===== src/rtl/parking_lot_controller.sv =====
// Parking lot occupancy counter with an entry-gate FSM.
// Counting follows the car-detection pulses and is independent of the gate.
// The gate opens for an arriving car while space remains, closes on entry or
// after a hold timeout, and signals a single refusal per arrival when full.
module parking_lot_controller #(
  parameter int CAPACITY  = 25,
  parameter int WIDTH     = 5,
  parameter int GATE_HOLD = 8
) (
  input  logic             clk,
  input  logic             reset,
  input  logic             enter,
  input  logic             exit,
  input  logic             arrive,
  input  logic             clear,
  output logic [WIDTH-1:0] count,
  output logic             full,
  output logic             empty,
  output logic             gate_open,
  output logic             deny,
  output logic             overflow_err,
  output logic             underflow_err
);

  localparam logic [WIDTH-1:0] CAP_W  = WIDTH'(CAPACITY);
  localparam logic [WIDTH-1:0] ONE_W  = WIDTH'(1);
  localparam logic [7:0]       HOLD_L = 8'(GATE_HOLD - 1);

  typedef enum logic [1:0] {
    CLOSED  = 2'd0,
    OPEN    = 2'd1,
    CLOSING = 2'd2
  } gate_state_t;

  gate_state_t state, state_nxt;
  logic [7:0]  hold_cnt, hold_nxt;
  logic        deny_lock, lock_nxt;
  logic        deny_nxt;

  // Saturating occupancy update: simultaneous enter/exit cancel out, and the
  // count never moves past either end of its range.
  function automatic logic [WIDTH-1:0] next_count(
    input logic [WIDTH-1:0] cur,
    input logic             inc,
    input logic             dec,
    input logic             at_full,
    input logic             at_empty
  );
    logic [WIDTH-1:0] res;
    res = cur;
    if (inc && !dec && !at_full)
      res = cur + ONE_W;
    else if (dec && !inc && !at_empty)
      res = cur - ONE_W;
    return res;
  endfunction

  assign full  = (count == CAP_W);
  assign empty = (count == '0);

  // Occupancy count and sticky error flags; clear overrides the pulses.
  always_ff @(posedge clk or negedge reset) begin
    if (!reset) begin
      count         <= '0;
      overflow_err  <= 1'b0;
      underflow_err <= 1'b0;
    end else if (clear) begin
      count         <= '0;
      overflow_err  <= 1'b0;
      underflow_err <= 1'b0;
    end else begin
      count <= next_count(count, enter, exit, full, empty);
      if (enter && !exit && full)
        overflow_err <= 1'b1;
      if (exit && !enter && empty)
        underflow_err <= 1'b1;
    end
  end

  // Gate FSM state, hold timer, refusal lockout and registered gate outputs.
  always_ff @(posedge clk or negedge reset) begin
    if (!reset) begin
      state     <= CLOSED;
      hold_cnt  <= 8'd0;
      deny_lock <= 1'b0;
      deny      <= 1'b0;
      gate_open <= 1'b0;
    end else begin
      state     <= state_nxt;
      hold_cnt  <= hold_nxt;
      deny_lock <= lock_nxt;
      deny      <= deny_nxt;
      gate_open <= (state_nxt == OPEN);
    end
  end

  // Next-state logic; the lockout keeps deny to one pulse per arrival and
  // re-arms only once arrive has dropped.
  always_comb begin
    state_nxt = state;
    hold_nxt  = hold_cnt;
    deny_nxt  = 1'b0;
    lock_nxt  = arrive ? deny_lock : 1'b0;
    case (state)
      CLOSED: begin
        if (arrive && !full) begin
          state_nxt = OPEN;
          hold_nxt  = HOLD_L;
        end else if (arrive && full && !deny_lock) begin
          deny_nxt = 1'b1;
          lock_nxt = 1'b1;
        end
      end
      OPEN: begin
        if (enter || (hold_cnt == 8'd0))
          state_nxt = CLOSING;
        else
          hold_nxt = hold_cnt - 8'd1;
      end
      CLOSING: begin
        state_nxt = CLOSED;
      end
      default: begin
        state_nxt = CLOSED;
      end
    endcase
  end

endmodule

===== config.mk =====
export PLATFORM = sky130hd
export DESIGN_NAME = parking_lot_controller
export DESIGN_NICKNAME = d
export VERILOG_FILES = /design/src/rtl/parking_lot_controller.sv
export SDC_FILE = /design/constraint.sdc
export NUM_CORES = 1
export LEC_CHECK = 0
export BUFFER_PORTS_ARGS = -buffer_cell sky130_fd_sc_hd__buf_4
export CORE_AREA = 2 2 58 60
export DETAILED_ROUTE_END_ITERATION = 8
export DIE_AREA = 0 0 60 62
export SLEW_MARGIN = 5
export SYNTH_ARGS = -nofsm -noshare
export SYNTH_HDL_FRONTEND = slang
export SYNTH_SLANG_ARGS = --single-unit

===== constraint.sdc =====
create_clock -name clk -period 2.4 [get_ports clk]
set_input_delay 0.12 -clock clk [delete_from_list [all_inputs] [get_ports clk]]
set_output_delay 0.12 -clock clk [all_outputs]
set_load 0.02 [all_outputs]

==> impl_results.rst, run 1 <==
.. list-table::
   :header-rows: 1

   * - Metric
     - Value
   * - Pin count of the biggest net entering global routing
     - 21
   * - Peak supply drop
     - 339 µV
   * - Clock tree from TritonCTS
     - built
   * - Vias in the first global route
     - 819
   * - Detail Placement HPWL
     - 1570 µm
   * - Die extent in x
     - approximately 60 µm
   * - Area share of the leading cell type in the synthesized netlist
     - 0.471
   * - Worst-Margin Slew
     - 612 ps
   * - Routed via count
     - 839
   * - Area growth from synthesis to layout
     - 22.7%
   * - Global-route wire length before repair
     - roughly 3600 µm
   * - Starting density of the core
     - 0.335
   * - Layout Cells excl Fill
     - 172
   * - Number of standard cells after synthesis
     - 104
   * - Vertical extent of the die
     - 62 µm
   * - Overall track demand over capacity in global routing
     - 0.131
   * - Outcome
     - complete, no violations
   * - Clock root buffer master
     - sky130_fd_sc_hd__clkbuf_4
   * - Relative slew slack
     - 0.587
   * - Peak Freq
     - 0.468 GHz
   * - Number of distinct library cell variants in the gate-level netlist after synthesis
     - 30
   * - Dominant cell type by area after synthesis
     - sky130_fd_sc_hd__dfrtp_1
   * - Routed length per instance
     - 12.2 µm
   * - Pwr/cell area
     - 888 nW/µm²
   * - Final weighted congestion in routability-driven placement
     - roughly 0.8
   * - Average instance area after synthesis
     - 10.2 µm²
   * - N_diodes
     - 0
   * - Core occupancy in the finished layout
     - 0.410
   * - Clock skew
     - between 2 and 2.5 ps
   * - CTS H-tree lvls
     - 1
   * - Critical path fanouts, max
     - 6
   * - Top-count cell post-synth
     - sky130_fd_sc_hd__dfrtp_1
   * - Final net count
     - 141
   * - Class of the tightest hold or removal check
     - input port to flip-flop
   * - Max-slew violations
     - 0
   * - Yosys synthesis warning count
     - 0
   * - Total negative setup slack
     - 0 ps
   * - Area of the core
     - 3180 µm²
   * - Cell depth of the worst min-delay path
     - 2
   * - Syn Std Cell Area
     - approximately 1100 µm²
   * - First-iteration detailed-routing DRC count
     - 32
   * - Die ar.
     - 3720 µm²
   * - Net count of the mapped netlist
     - 117
   * - Number of cells traversed by the worst register-to-register path
     - 8
   * - Data required time at the worst endpoint
     - around 2600 ps
   * - Static leakage
     - 0.607 nW
   * - Register clock-pin slew on the reported worst setup and hold paths
     - 110 ps
   * - # port buffers
     - 16
   * - Synth Flop Type
     - sky130_fd_sc_hd__dfrtp_1
   * - Grt total ovfl
     - 0
   * - Total of max-cap violations
     - 0
   * - Top post-synthesis cells by area
     - sky130_fd_sc_hd__dfrtp_1 47%, sky130_fd_sc_hd__ha_1 7.1%, sky130_fd_sc_hd__nor2_1 4.6%, sky130_fd_sc_hd__a21oi_1 4.2%, sky130_fd_sc_hd__o31ai_1 3.5%
   * - DRT Wirelength
     - between 2000 and 2500 µm
   * - Initial antenna violation count
     - 0
   * - Final Critical Period
     - roughly 2100 ps
   * - Crit path DAT
     - between 2000 and 2500 ps
   * - RSZ-0062 raised after global routing
     - false
   * - Number of iterations in the first detailed-routing pass
     - 4
   * - Synth async-reset ratio
     - 1.00
   * - Critical path start-end classification
     - flip-flop to flip-flop
   * - IO Pins
     - 17
   * - Total DRC errors in the routed layout
     - 0
   * - Via-to-Cell Ratio
     - 4.88
   * - Standard-cell rows
     - 21
   * - Post-synth EDFFs
     - 0
   * - Share of the clock period used by the worst path
     - 0.890
   * - Number of antenna-violating nets in the routed design
     - 0
   * - Number of buffers added for setup after CTS
     - 0
   * - Share of cells above drive strength 1
     - 0.214
   * - Crit path launch type
     - flip-flop
   * - Leading post-synthesis cells by instance count
     - 20 x sky130_fd_sc_hd__dfrtp_1, 13 x sky130_fd_sc_hd__nor2_1, 9 x sky130_fd_sc_hd__a21oi_1
   * - Number of hold-slack violations in the final timing report
     - 0
   * - Total instance count after detailed placement
     - 168
   * - Setup-violating endpoint count in the final report
     - 0
   * - Sequential element share of the synthesized area
     - 0.471
   * - Clock sink total
     - 20
   * - Number of CTS-inserted buffers
     - 3
   * - Crit path capture type
     - flip-flop
   * - Clock buffer depth
     - 2
   * - Number of flip-flops and latches in the synthesized netlist
     - 20
   * - Clock latency of the later-clocked register in the worst-skew pair
     - between 200 and 300 ps
## stage by stage
| stage | hold slack [ps] | instance area [µm²] | power (mW) | setup slack (ps) |
|---|---|---|---|---|
| after floorplan | -176 | 1070 | 0.841 | 67.4 |
| after global placement | 15.3 | 1260 | 1.00 | 255 |
| after detailed placement | 15.1 | 1260 | 1.01 | 169 |
| after CTS | 30.3 | 1300 | 1.16 | 152 |
| after global routing | 34.6 | 1310 | 1.25 | 82.3 |
| final | 32.3 | 1310 | 1.16 | 263 |
## where the power goes
| part | internal (mW) | switching (mW) | leakage [nW] | total (mW) |
|---|---|---|---|---|
| sequential | 0.405 | 0.0829 | 0.256 | 0.488 |
| combinational | 0.235 | 0.282 | 0.337 | 0.517 |
| clock | 0.0584 | 0.0961 | 0.0138 | 0.154 |
| total | 0.699 | 0.461 | 0.607 | 1.16 |
## cell usage in the layout (no fill, tap or decap), drive strengths merged, types with 2 or more instances in the layout
| master | netlist | layout |
|---|---|---|
| ha | 6 | 6 |
| nor3 | 6 | 6 |
| a21oi | 9 | 9 |
| clkbuf | 0 | 3 |
| o21ai | 2 | 2 |
| dfrtp | 20 | 20 |
| nand3 | 4 | 4 |
| nor2 | 13 | 13 |
| xor2 | 4 | 4 |
| a21o | 2 | 2 |
| or4 | 2 | 2 |
| inv | 5 | 5 |
| o31ai | 5 | 5 |
| xnor2 | 4 | 4 |
| nand2 | 7 | 7 |
| or2 | 2 | 2 |
| buf | 1 | 19 |
## logic make-up after synthesis
| family | count (synthesis) | synth area share |
|---|---|---|
| AND/OR/NAND/NOR | 40 | 0.195 |
| adder cells (fa/ha/maj) | 7 | 0.0894 |
| XOR/XNOR | 8 | 0.0659 |
| flip-flops | 20 | 0.471 |
| buffers and inverters | 6 | 0.0224 |
| AO/OA/AOI/OAI | 23 | 0.156 |
## worst paths after layout
check                           slack [ps]                  endpoint                  from
max in group asynchronous             1960      count[2]$_DFFE_PN0P_                 reset
worst min register to register         440            deny$_DFF_PN0_   deny_lock$_DFF_PN0_
worst min-delay path                    30  overflow_err$_DFFE_PN0P_                 clear
worst max-delay path                   260      count[4]$_DFFE_PN0P_  count[3]$_DFFE_PN0P_
worst max register to register         260      count[4]$_DFFE_PN0P_  count[3]$_DFFE_PN0P_
min in group asynchronous              230      count[4]$_DFFE_PN0P_                 reset
## what timing repair did
item	in CTS	in global routing
endpoints found under the hold margin	20	0
gates resized for setup	0	1
endpoints found under the setup margin	0	1
hold buffers	1	0
## registers in the layout, indices dropped and copies added, names as in the netlist
| signal | cells |
|---|---|
| count | 5 |
| deny | 1 |
| deny_lock | 1 |
| gate_open | 1 |
| hold_cnt | 8 |
| overflow_err | 1 |
| state | 2 |
| underflow_err | 1 |
## layout make-up
| cell class | count | area [µm²] |
|---|---|---|
| timing repair buffer | 20 | 153 |
| clock buffer | 3 | 22.5 |
| fill | 312 | 1870 |
| sequential | 20 | 500 |
| tap | 46 | 57.6 |
| multi-input combinational | 78 | 553 |
| inverter | 5 | 18.8 |
## routing by layer
layer  vias up  share of wire  track usage  wire length [µm]
li1        416              -            -                 -
met1       405           0.46        0.165               962
met2        14           0.50        0.225              1050
met3         4          0.031       0.0186                66
met4         0          0.011       0.0571                23
met5         -              0            0                 0
## worst max-delay path: stages, from the launching register on
cell and delay [ps]:
sky130_fd_sc_hd__dfrtp_1 450, sky130_fd_sc_hd__nand3_1 140, sky130_fd_sc_hd__o31ai_4 320, sky130_fd_sc_hd__ha_1 300, sky130_fd_sc_hd__a21o_1 170, sky130_fd_sc_hd__a21oi_1 250
sky130_fd_sc_hd__xnor2_1 160, sky130_fd_sc_hd__nor2_1 70, sky130_fd_sc_hd__o22a_1 190
Note: power is estimated with default switching activity, not from simulation.
==> run 2, diff against run 1 <==
- ABC_AREA: not set -> 1
- CORE_AREA: 2 2 58 60 -> 2 2 63 65
- CTS_BUF_LIST: not set -> sky130_fd_sc_hd__clkbuf_4 sky130_fd_sc_hd__clkbuf_8
- DIE_AREA: 0 0 60 62 -> 0 0 65 67
==> impl_results.rst, run 2 <==
.. list-table::
   :header-rows: 1

   * - Metric
     - Value
   * - Main combinational cell family by area after synthesis
     - simple AND/OR/NAND/NOR gates
   * - Standard-cell rows
     - 22 (+4.8%)
   * - Net count of the mapped netlist
     - 176 (+50%)
   * - Data required time at the worst endpoint
     - 2550 ps (-40 ps)
   * - Global-route wire length before repair
     - 4630 µm (+28%)
   * - Count of fill cells added during filler insertion
     - 367 (+18%)
   * - Number of hold-slack violations in the final timing report
     - 0 (unchanged)
   * - Yosys synthesis warning count
     - 0 (unchanged)
   * - Final Critical Period
     - 1910 ps (-229 ps)
   * - Pwr/cell area
     - 1090 nW/µm² (+23%)
   * - Share of cells above drive strength 1
     - 0.212 (-0.00233)
   * - IO Pins
     - 17 (unchanged)
   * - Starting density of the core
     - 0.351 (+0.0163)
   * - Net Switching
     - 0.710 mW (+54%)
   * - Commonest non-fill, non-tap cells in the layout
     - 44 x sky130_fd_sc_hd__nand2_1, 20 x sky130_fd_sc_hd__inv_1, 20 x sky130_fd_sc_hd__nand3_1, 20 x sky130_fd_sc_hd__dfrtp_1
   * - Number of buffers added for setup after CTS
     - 0 (unchanged)
   * - Peak Freq
     - 0.524 GHz (+12%)
   * - Portion of total power attributed to the clock network
     - 0.204 (+0.071)
   * - Int Pwr
     - 0.954 mW (+37%)
   * - Sequential element share of the synthesized area
     - 0.396 (-0.0749)
   * - Number of standard cells after synthesis
     - 163 (+57%)
   * - First-iteration detailed-routing DRC count
     - 89 (+180%)
   * - Average instance area after synthesis
     - 7.76 µm² (-24%)
   * - Critical path fanouts, max
     - 8 (+2)
   * - Area share of the leading cell type in the synthesized netlist
     - 0.396 (-0.0749)
   * - Total of max-cap violations
     - 0 (unchanged)
   * - Leading post-synthesis cells by instance count
     - 44 x sky130_fd_sc_hd__nand2_1, 20 x sky130_fd_sc_hd__dfrtp_1, 20 x sky130_fd_sc_hd__inv_1, 20 x sky130_fd_sc_hd__nand3_1, 16 x sky130_fd_sc_hd__nor2_1
   * - Combinational Power Share
     - 0.476 (+0.030)
   * - Class of the tightest hold or removal check
     - input port to flip-flop
   * - Relative slew slack
     - 0.804 (+0.218)
   * - Worst-Margin Slew
     - 294 ps (-318 ps)
   * - Synth async-reset ratio
     - 1.00 (unchanged)
   * - Grt total ovfl
     - 0 (unchanged)
   * - Peak supply drop
     - 376 µV (+11%)
   * - Pin count of the biggest net entering global routing
     - 21 (unchanged)
   * - Clock buffer depth
     - 2 (unchanged)
   * - Dominant cell type by area after synthesis
     - sky130_fd_sc_hd__dfrtp_1
   * - Design Power
     - 1.66 mW (+43%)
   * - Static leakage
     - 0.801 nW (+32%)
   * - Outcome
     - complete, no violations
   * - N_diodes
     - 0 (unchanged)
   * - Clock root buffer master
     - sky130_fd_sc_hd__clkbuf_8
   * - Proportion of synthesized area in mux cells
     - 0 (unchanged)
   * - Most common cell after layout, fill and taps aside
     - sky130_fd_sc_hd__nand2_1
   * - Routed length per instance
     - 11.2 µm (-8.6%)
   * - Area fraction in compound gates after synthesis
     - 0.0544 (-0.102)
   * - Initial antenna violation count
     - 0 (unchanged)
   * - Vertical extent of the die
     - 67 µm (+8.1%)
   * - Number of antenna-violating nets in the routed design
     - 0 (unchanged)
   * - Total DRC errors in the routed layout
     - 0 (unchanged)
   * - DRT Wirelength
     - 2600 µm (+23%)
   * - Post-synth EDFFs
     - 0 (unchanged)
   * - Number of iterations in the first detailed-routing pass
     - 5 (+1)
   * - Crit path DAT
     - 2060 ps (-270 ps)
   * - Final weighted congestion in routability-driven placement
     - 0.863 (+6.2%)
   * - Xor and xnor fraction of the mapped netlist area
     - 0.0138 (-0.0520)
   * - Setup-violating endpoint count in the final report
     - 0 (unchanged)
   * - Number of flip-flops and latches in the synthesized netlist
     - 20 (unchanged)
   * - Detail Placement HPWL
     - 2000 µm (+27%)
   * - CTS H-tree lvls
     - 1 (unchanged)
   * - Total negative setup slack
     - 0 ps (unchanged)
   * - Syn Std Cell Area
     - 1260 µm² (+19%)
   * - Largest regs
     - hold_cnt: 8 flops, count: 5 flops, state: 2 flops
   * - Net switching fraction of the power
     - 0.427 (+0.0292)
   * - Hold slack
     - 59.3 ps (+26.9 ps)
   * - Fraction of the mapped netlist area in simple logic gates
     - 0.390 (+0.194)
   * - Worst setup margin
     - 492 ps (+229 ps)
   * - Post-synthesis adder-cell area fraction
     - 0.0752 (-0.0142)
   * - Clock latency of the later-clocked register in the worst-skew pair
     - 260 ps (-30 ps)
   * - Power share of the sequential group
     - 0.321 (-0.100)
   * - Crit path capture type
     - flip-flop
   * - Via-to-Cell Ratio
     - 4.66 (-4.4%)
   * - Final net count
     - 198 (+40%)
   * - Die ar.
     - 4360 µm² (+17%)
   * - Number of distinct library cell variants in the gate-level netlist after synthesis
     - 24 (-20%)
   * - Vias in the first global route
     - 1082 (+32%)
   * - Clock tree from TritonCTS
     - built
   * - Area growth from synthesis to layout
     - 20.7%
   * - Clock sink total
     - 20 (unchanged)
   * - Crit path launch type
     - flip-flop
   * - Synth Flop Type
     - sky130_fd_sc_hd__dfrtp_1
   * - Area of the core
     - 3610 µm² (+13%)
   * - Worst setup timing slack at the placement stage
     - 507 ps (+338 ps)
   * - Max-slew violations
     - 0 (unchanged)
   * - Die extent in x
     - 65 µm (+8.3%)
   * - Number of CTS-inserted buffers
     - 3 (unchanged)
   * - Overall track demand over capacity in global routing
     - 0.138 (+0.00710)
   * - Register with the highest flop count
     - hold_cnt
   * - Clock skew
     - 8.88 ps (+6.67 ps)
   * - Top-count cell post-synth
     - sky130_fd_sc_hd__nand2_1
   * - Top post-synthesis cells by area
     - sky130_fd_sc_hd__dfrtp_1 40%, sky130_fd_sc_hd__nand2_1 13%, sky130_fd_sc_hd__nand3_1 7.9%, sky130_fd_sc_hd__ha_1 5.9%, sky130_fd_sc_hd__inv_1 5.9%
   * - Routed via count
     - 1082 (+29%)
   * - Critical path start-end classification
     - flip-flop to flip-flop
   * - Share of the clock period used by the worst path
     - 0.795 (-0.0953)
   * - Register clock-pin slew on the reported worst setup and hold paths
     - 80 ps (-30 ps)
   * - Max reg flops
     - 8 (unchanged)
   * - # port buffers
     - 16 (unchanged)
   * - RSZ-0062 raised after global routing
     - false
==> run 2: cell types whose count changed in the layout (fill, tap and decap cells not counted), sizes merged, moves of 3 or more <==
cell	change
nand3	+20
buf	-3
o21ai	+3
nand2	+41
o31ai	-5
inv	+19
nor2	+7
nor3	-5
xnor2	-4
==> run 2: what timing repair did <==
action	CTS	global route
gates resized for setup	0	0
hold buffers	1	0
endpoints found under the hold margin	20	0
==> run 2: cells by family after synthesis <==
kind of cell | count (synthesis)
AND/OR/NAND/NOR | 97
AO/OA/AOI/OAI | 13
adder cells (fa/ha/maj) | 7
buffers and inverters | 24
XOR/XNOR | 2
flip-flops | 20
==> run 2: path summary, 6_finish.rpt <==
path / end / slack (ps) / start / depth (start not counted)
max in group asynchronous: hold_cnt[1]$_DFFE_PN0P_ / 1900 / reset / 2
setup reg to reg: count[4]$_DFFE_PN0P_ / 490 / count[0]$_DFFE_PN0P_ / 11
hold reg to reg: deny$_DFF_PN0_ / 430 / deny_lock$_DFF_PN0_ / 1
setup / recovery: count[4]$_DFFE_PN0P_ / 490 / count[0]$_DFFE_PN0P_ / 11
hold / removal: overflow_err$_DFFE_PN0P_ / 60 / clear / 2
min in group asynchronous: count[2]$_DFFE_PN0P_ / 280 / reset / 2
==> run 2: final cells by class <==
type,instances,area [µm²],area share
multi-input cells,119,674,0.442
flip-flops and latches,20,500,0.328
repair buffers,17,130,0.0852
inverters,24,90.1,0.0590
well taps,48,60.1,0.0393
clock buffers,3,41.3,0.0270
clock inverters,1,30.0,0.0197
==> run 2: critical path: stages (launching register included) <==
cell and delay (ps):
sky130_fd_sc_hd__dfrtp_1 450, sky130_fd_sc_hd__inv_2 120, sky130_fd_sc_hd__nor2_4 40, sky130_fd_sc_hd__nand3_2 100, sky130_fd_sc_hd__nand2_2 150, sky130_fd_sc_hd__fa_1 440
sky130_fd_sc_hd__nand2_1 80, sky130_fd_sc_hd__nand2_1 40, sky130_fd_sc_hd__a21oi_1 150, sky130_fd_sc_hd__nand3_1 100, sky130_fd_sc_hd__nand3_1 90, sky130_fd_sc_hd__nand2_1 40
==> run 2: power groups by stage <==
| stage | Clock (mW) | Sequential [mW] | Combinational, mW |
|---|---|---|---|
| 2_1_floorplan | 0 | 0.558 | 0.576 |
| 3_3_place_gp | 0 | 0.537 | 0.795 |
| 3_5_place_dp | 0 | 0.540 | 0.796 |
| 4_1_cts | 0.350 | 0.534 | 0.801 |
| 5_1_grt | 0.361 | 0.547 | 0.907 |
| 6_report | 0.339 | 0.534 | 0.791 |
==> run 2: routing by layer <==
layer	GRT usage	vias to the layer above	routed length [µm]
met3	0.0338	4	81
met2	0.251	18	1300
met4	0.0505	0	40
met1	0.156	505	1170
li1	-	555	-
met5	0	-	0
==> run 2: through the flow <==
stage	cell area, µm²	utilization	instances
final	1530	0.423	232
after global routing	1530	0.423	232
after CTS	1530	0.423	232
after detailed placement	1450	0.401	227
after global placement	1450	0.401	227
after floorplan	1260	-	163
==> run 3, diff against run 2 <==
- clock period: 2.4 -> 1.6 ns (I/O delays scaled with it)
==> impl_results.rst, run 3 (synthesized netlist as in run 2, its figures left out) <==
.. list-table::
   :header-rows: 1

   * - Metric
     - Value
   * - Number of CTS-inserted buffers
     - 3 (unchanged)
   * - Max-slew violations
     - 0 (unchanged)
   * - Met3 Track Usage GR
     - 0.0253 (-0.00845)
   * - Via-to-Cell Ratio
     - 4.74 (+1.5%)
   * - Vertical extent of the die
     - 67 µm (unchanged)
   * - Most common cell after layout, fill and taps aside
     - sky130_fd_sc_hd__nand2_1
   * - Layout Cells excl Fill
     - 246 (+6.0%)
   * - Area growth from synthesis to layout
     - 31.7%
   * - RSZ-0062 raised after global routing
     - true
   * - Met1 track demand over resource in global routing
     - 0.172 (+0.0161)
   * - Number of hold-slack violations in the final timing report
     - 0 (unchanged)
   * - Cell depth of the worst min-delay path
     - 3 (+1)
   * - Standard-cell rows
     - 22 (unchanged)
   * - Share of the clock period used by the worst path
     - 1.02 (+0.221)
   * - Grt total ovfl
     - 0 (unchanged)
   * - Number of antenna-violating nets in the routed design
     - 0 (unchanged)
   * - Slowest cell on the critical path
     - sky130_fd_sc_hd__dfrtp_2
   * - Startpoint of the most critical hold path
     - arrive
   * - Peak supply drop
     - 692 µV (+84%)
   * - Final Critical Period
     - 1620 ps (-283 ps)
   * - IO Pins
     - 17 (unchanged)
   * - Static leakage
     - 0.854 nW (+6.6%)
   * - Total instance count after detailed placement
     - 237 (+4.4%)
   * - First element of the critical path
     - count[4]$_DFFE_PN0P_
   * - Clock skew
     - 3.74 ps (-5.15 ps)
   * - Area of the core
     - 3610 µm² (unchanged)
   * - FF-to-FF End
     - count[4]$_DFFE_PN0P_
   * - Combined area of the multi-input logic cells
     - 716 µm² (+6.1%)
   * - Register clock-pin slew on the reported worst setup and hold paths
     - 70 ps (about the same)
   * - Buffering stage count on the worst path with inverters included
     - 2 (+1)
   * - First-iteration detailed-routing DRC count
     - 34 (-62%)
   * - Setup-violating endpoint count in the final report
     - 1 (+1)
   * - Initial antenna violation count
     - 0 (unchanged)
   * - Sequential cell area in the final layout
     - 507 µm² (+1.2%)
   * - # port buffers
     - 16 (unchanged)
   * - Data required time at the worst endpoint
     - 1750 ps (-800 ps)
   * - Violated checks
     - negative setup slack
   * - Number of cells traversed by the worst register-to-register path
     - 10 (-1)
   * - Pin count of the biggest net entering global routing
     - 21 (unchanged)
   * - Clock root buffer master
     - sky130_fd_sc_hd__clkbuf_8
   * - Class of the tightest hold or removal check
     - input port to flip-flop
   * - Crit path DAT
     - 1780 ps (-280 ps)
   * - Worst hold path endpoint
     - deny_lock$_DFF_PN0_
   * - Max reg flops
     - 8 (unchanged)
   * - Combinational Power Share
     - 0.540 (+0.064)
   * - CTS H-tree lvls
     - 1 (unchanged)
   * - Power share of the sequential group
     - 0.308 (-0.013)
   * - Worst reg2reg setup slack
     - -20 ps (-520 ps)
   * - Portion of total power attributed to the clock network
     - 0.152 (-0.052)
   * - Relative slew slack
     - 0.831 (+0.0271)
   * - Share of cells above drive strength 1
     - 0.323 (+0.111)
   * - Net Switching
     - 1.11 mW (+56%)
   * - Count of fill cells added during filler insertion
     - 368 (+0.27%)
   * - Total negative setup slack
     - -24.9 ps (-24.9 ps)
   * - Met2 capacity usage during global routing
     - 0.281 (+0.0296)
   * - Critical path's top delay family
     - simple AND/OR/NAND/NOR gates
   * - Number of iterations in the first detailed-routing pass
     - 4 (-1)
   * - Overall track demand over capacity in global routing
     - 0.149 (+0.0106)
   * - Routed length per instance
     - 11.6 µm (+3.4%)
   * - Hold slack
     - 24.6 ps (-34.7 ps)
   * - Critical path start-end classification
     - flip-flop to flip-flop
   * - Int Pwr
     - 1.40 mW (+47%)
   * - Clock tree from TritonCTS
     - built
   * - Cell with the most instances on the worst path
     - sky130_fd_sc_hd__nand3_1
   * - Crit path launch type
     - flip-flop
   * - Final weighted congestion in routability-driven placement
     - 0.909 (+5.3%)
   * - Global-route wire length before repair
     - 5020 µm (+8.5%)
   * - Worst-Margin Slew
     - 250 ps (-43.3 ps)
   * - Die ar.
     - 4360 µm² (unchanged)
   * - Biggest cell delay along the critical path
     - 410 ps (-40 ps)
   * - Register with the highest flop count
     - hold_cnt
   * - Largest regs
     - hold_cnt: 8 flops, count: 5 flops, state: 2 flops
   * - Net switching fraction of the power
     - 0.441 (+0.0149)
   * - Peak Freq
     - 0.615 GHz (+17%)
   * - Layer carrying the most global-route usage
     - met2
   * - Pwr/cell area
     - 1510 nW/µm² (+38%)
   * - Clock latency of the later-clocked register in the worst-skew pair
     - 260 ps (about the same)
   * - Worst setup margin
     - -24.9 ps (-517 ps)
   * - Starting density of the core
     - 0.351 (unchanged)
   * - Crit path capture type
     - flip-flop
   * - Critical path fanouts, max
     - 4 (-4)
   * - Total DRC errors in the routed layout
     - 0 (unchanged)
   * - Detail Placement HPWL
     - 2170 µm (+8.9%)
   * - DRT Wirelength
     - 2850 µm (+9.6%)
   * - Clock buffer depth
     - 2 (unchanged)
   * - N_diodes
     - 0 (unchanged)
   * - Die extent in x
     - 65 µm (unchanged)
   * - Total of max-cap violations
     - 0 (unchanged)
   * - Worst path cell trace
     - nand2_2, inv_2, nand3_4, nand2_4, buf_4, ha_1, a21oi_2, nand3_1, nand3_1, nand2_1
   * - Critical register-to-register path startpoint
     - count[4]$_DFFE_PN0P_
   * - Vias in the first global route
     - 1165 (+7.7%)
   * - Routed via count
     - 1165 (+7.7%)
   * - Final net count
     - 212 (+7.1%)
   * - Outcome
     - finished with violations
   * - Commonest non-fill, non-tap cells in the layout
     - 43 x sky130_fd_sc_hd__nand2_1, 29 x sky130_fd_sc_hd__buf_4, 20 x sky130_fd_sc_hd__nand3_1
   * - Core occupancy in the finished layout
     - 0.462 (+0.0385)
   * - Clock sink total
     - 20 (unchanged)
[run 3: power groups by stage]
stage	registers (mW)	clock network [mW]	logic [mW]
after floorplan	0.844	0	0.889
after global placement	0.772	0	1.30
after detailed placement	0.781	0	1.34
after CTS	0.773	0.402	1.37
after global routing	0.790	0.427	1.53
final	0.773	0.382	1.35
[run 3: worst max path at each step]
| stage | endpoint | slack [ps] | cells past startpoint |
|---|---|---|---|
| 3_5_place_dp | count[4]$_DFFE_PN0P_ | -50 | 11 |
| 2_1_floorplan | count[4]$_DFFE_PN0P_ | -90 | 11 |
| 5_1_grt | count[4]$_DFFE_PN0P_ | -140 | 11 |
| 4_1_cts | count[4]$_DFFE_PN0P_ | -50 | 11 |
| 6_report | count[4]$_DFFE_PN0P_ | -20 | 10 |
| 3_3_place_gp | count[4]$_DFFE_PN0P_ | -0.9 | 11 |
[run 3: timing repair]
item,4_1_cts,5_1_grt
setup buffers,2,1
pin swaps,7,3
hold endpoints to repair,22,0
resized for setup,3,1
endpoints found under the setup margin,2,3
hold buffers,2,0
[run 3: per-stage QoR]
step	area, µm²	total power [mW]	setup slack [ps]
6_report	1670	2.51	-24.9
4_1_cts	1650	2.54	-51.4
3_5_place_dp	1550	2.12	-50.6
5_1_grt	1670	2.74	-144
3_3_place_gp	1550	2.07	-0.870
2_1_floorplan	1290	1.73	-89.4
[run 3: per-layer routing]
| layer | share of wire | vias up | routed length [µm] |
|---|---|---|---|
| met5 | 0 | - | 0 |
| met4 | 0.012 | 0 | 34 |
| met3 | 0.040 | 4 | 113 |
| met2 | 0.52 | 27 | 1470 |
| met1 | 0.43 | 544 | 1230 |
| li1 | - | 590 | - |
[run 3: area by class of cell]
cell class,instances,share of cell area
timing repair buffer,31,0.143
sequential,20,0.304
inverter,24,0.0541
tap,48,0.0361
multi-input combinational,119,0.430
clock buffer,4,0.0331
[run 3: worst min-delay path, stage by stage]
cell and delay (ps):
sky130_fd_sc_hd__buf_4 80, sky130_fd_sc_hd__nand2_1 40, sky130_fd_sc_hd__nand2_1 50
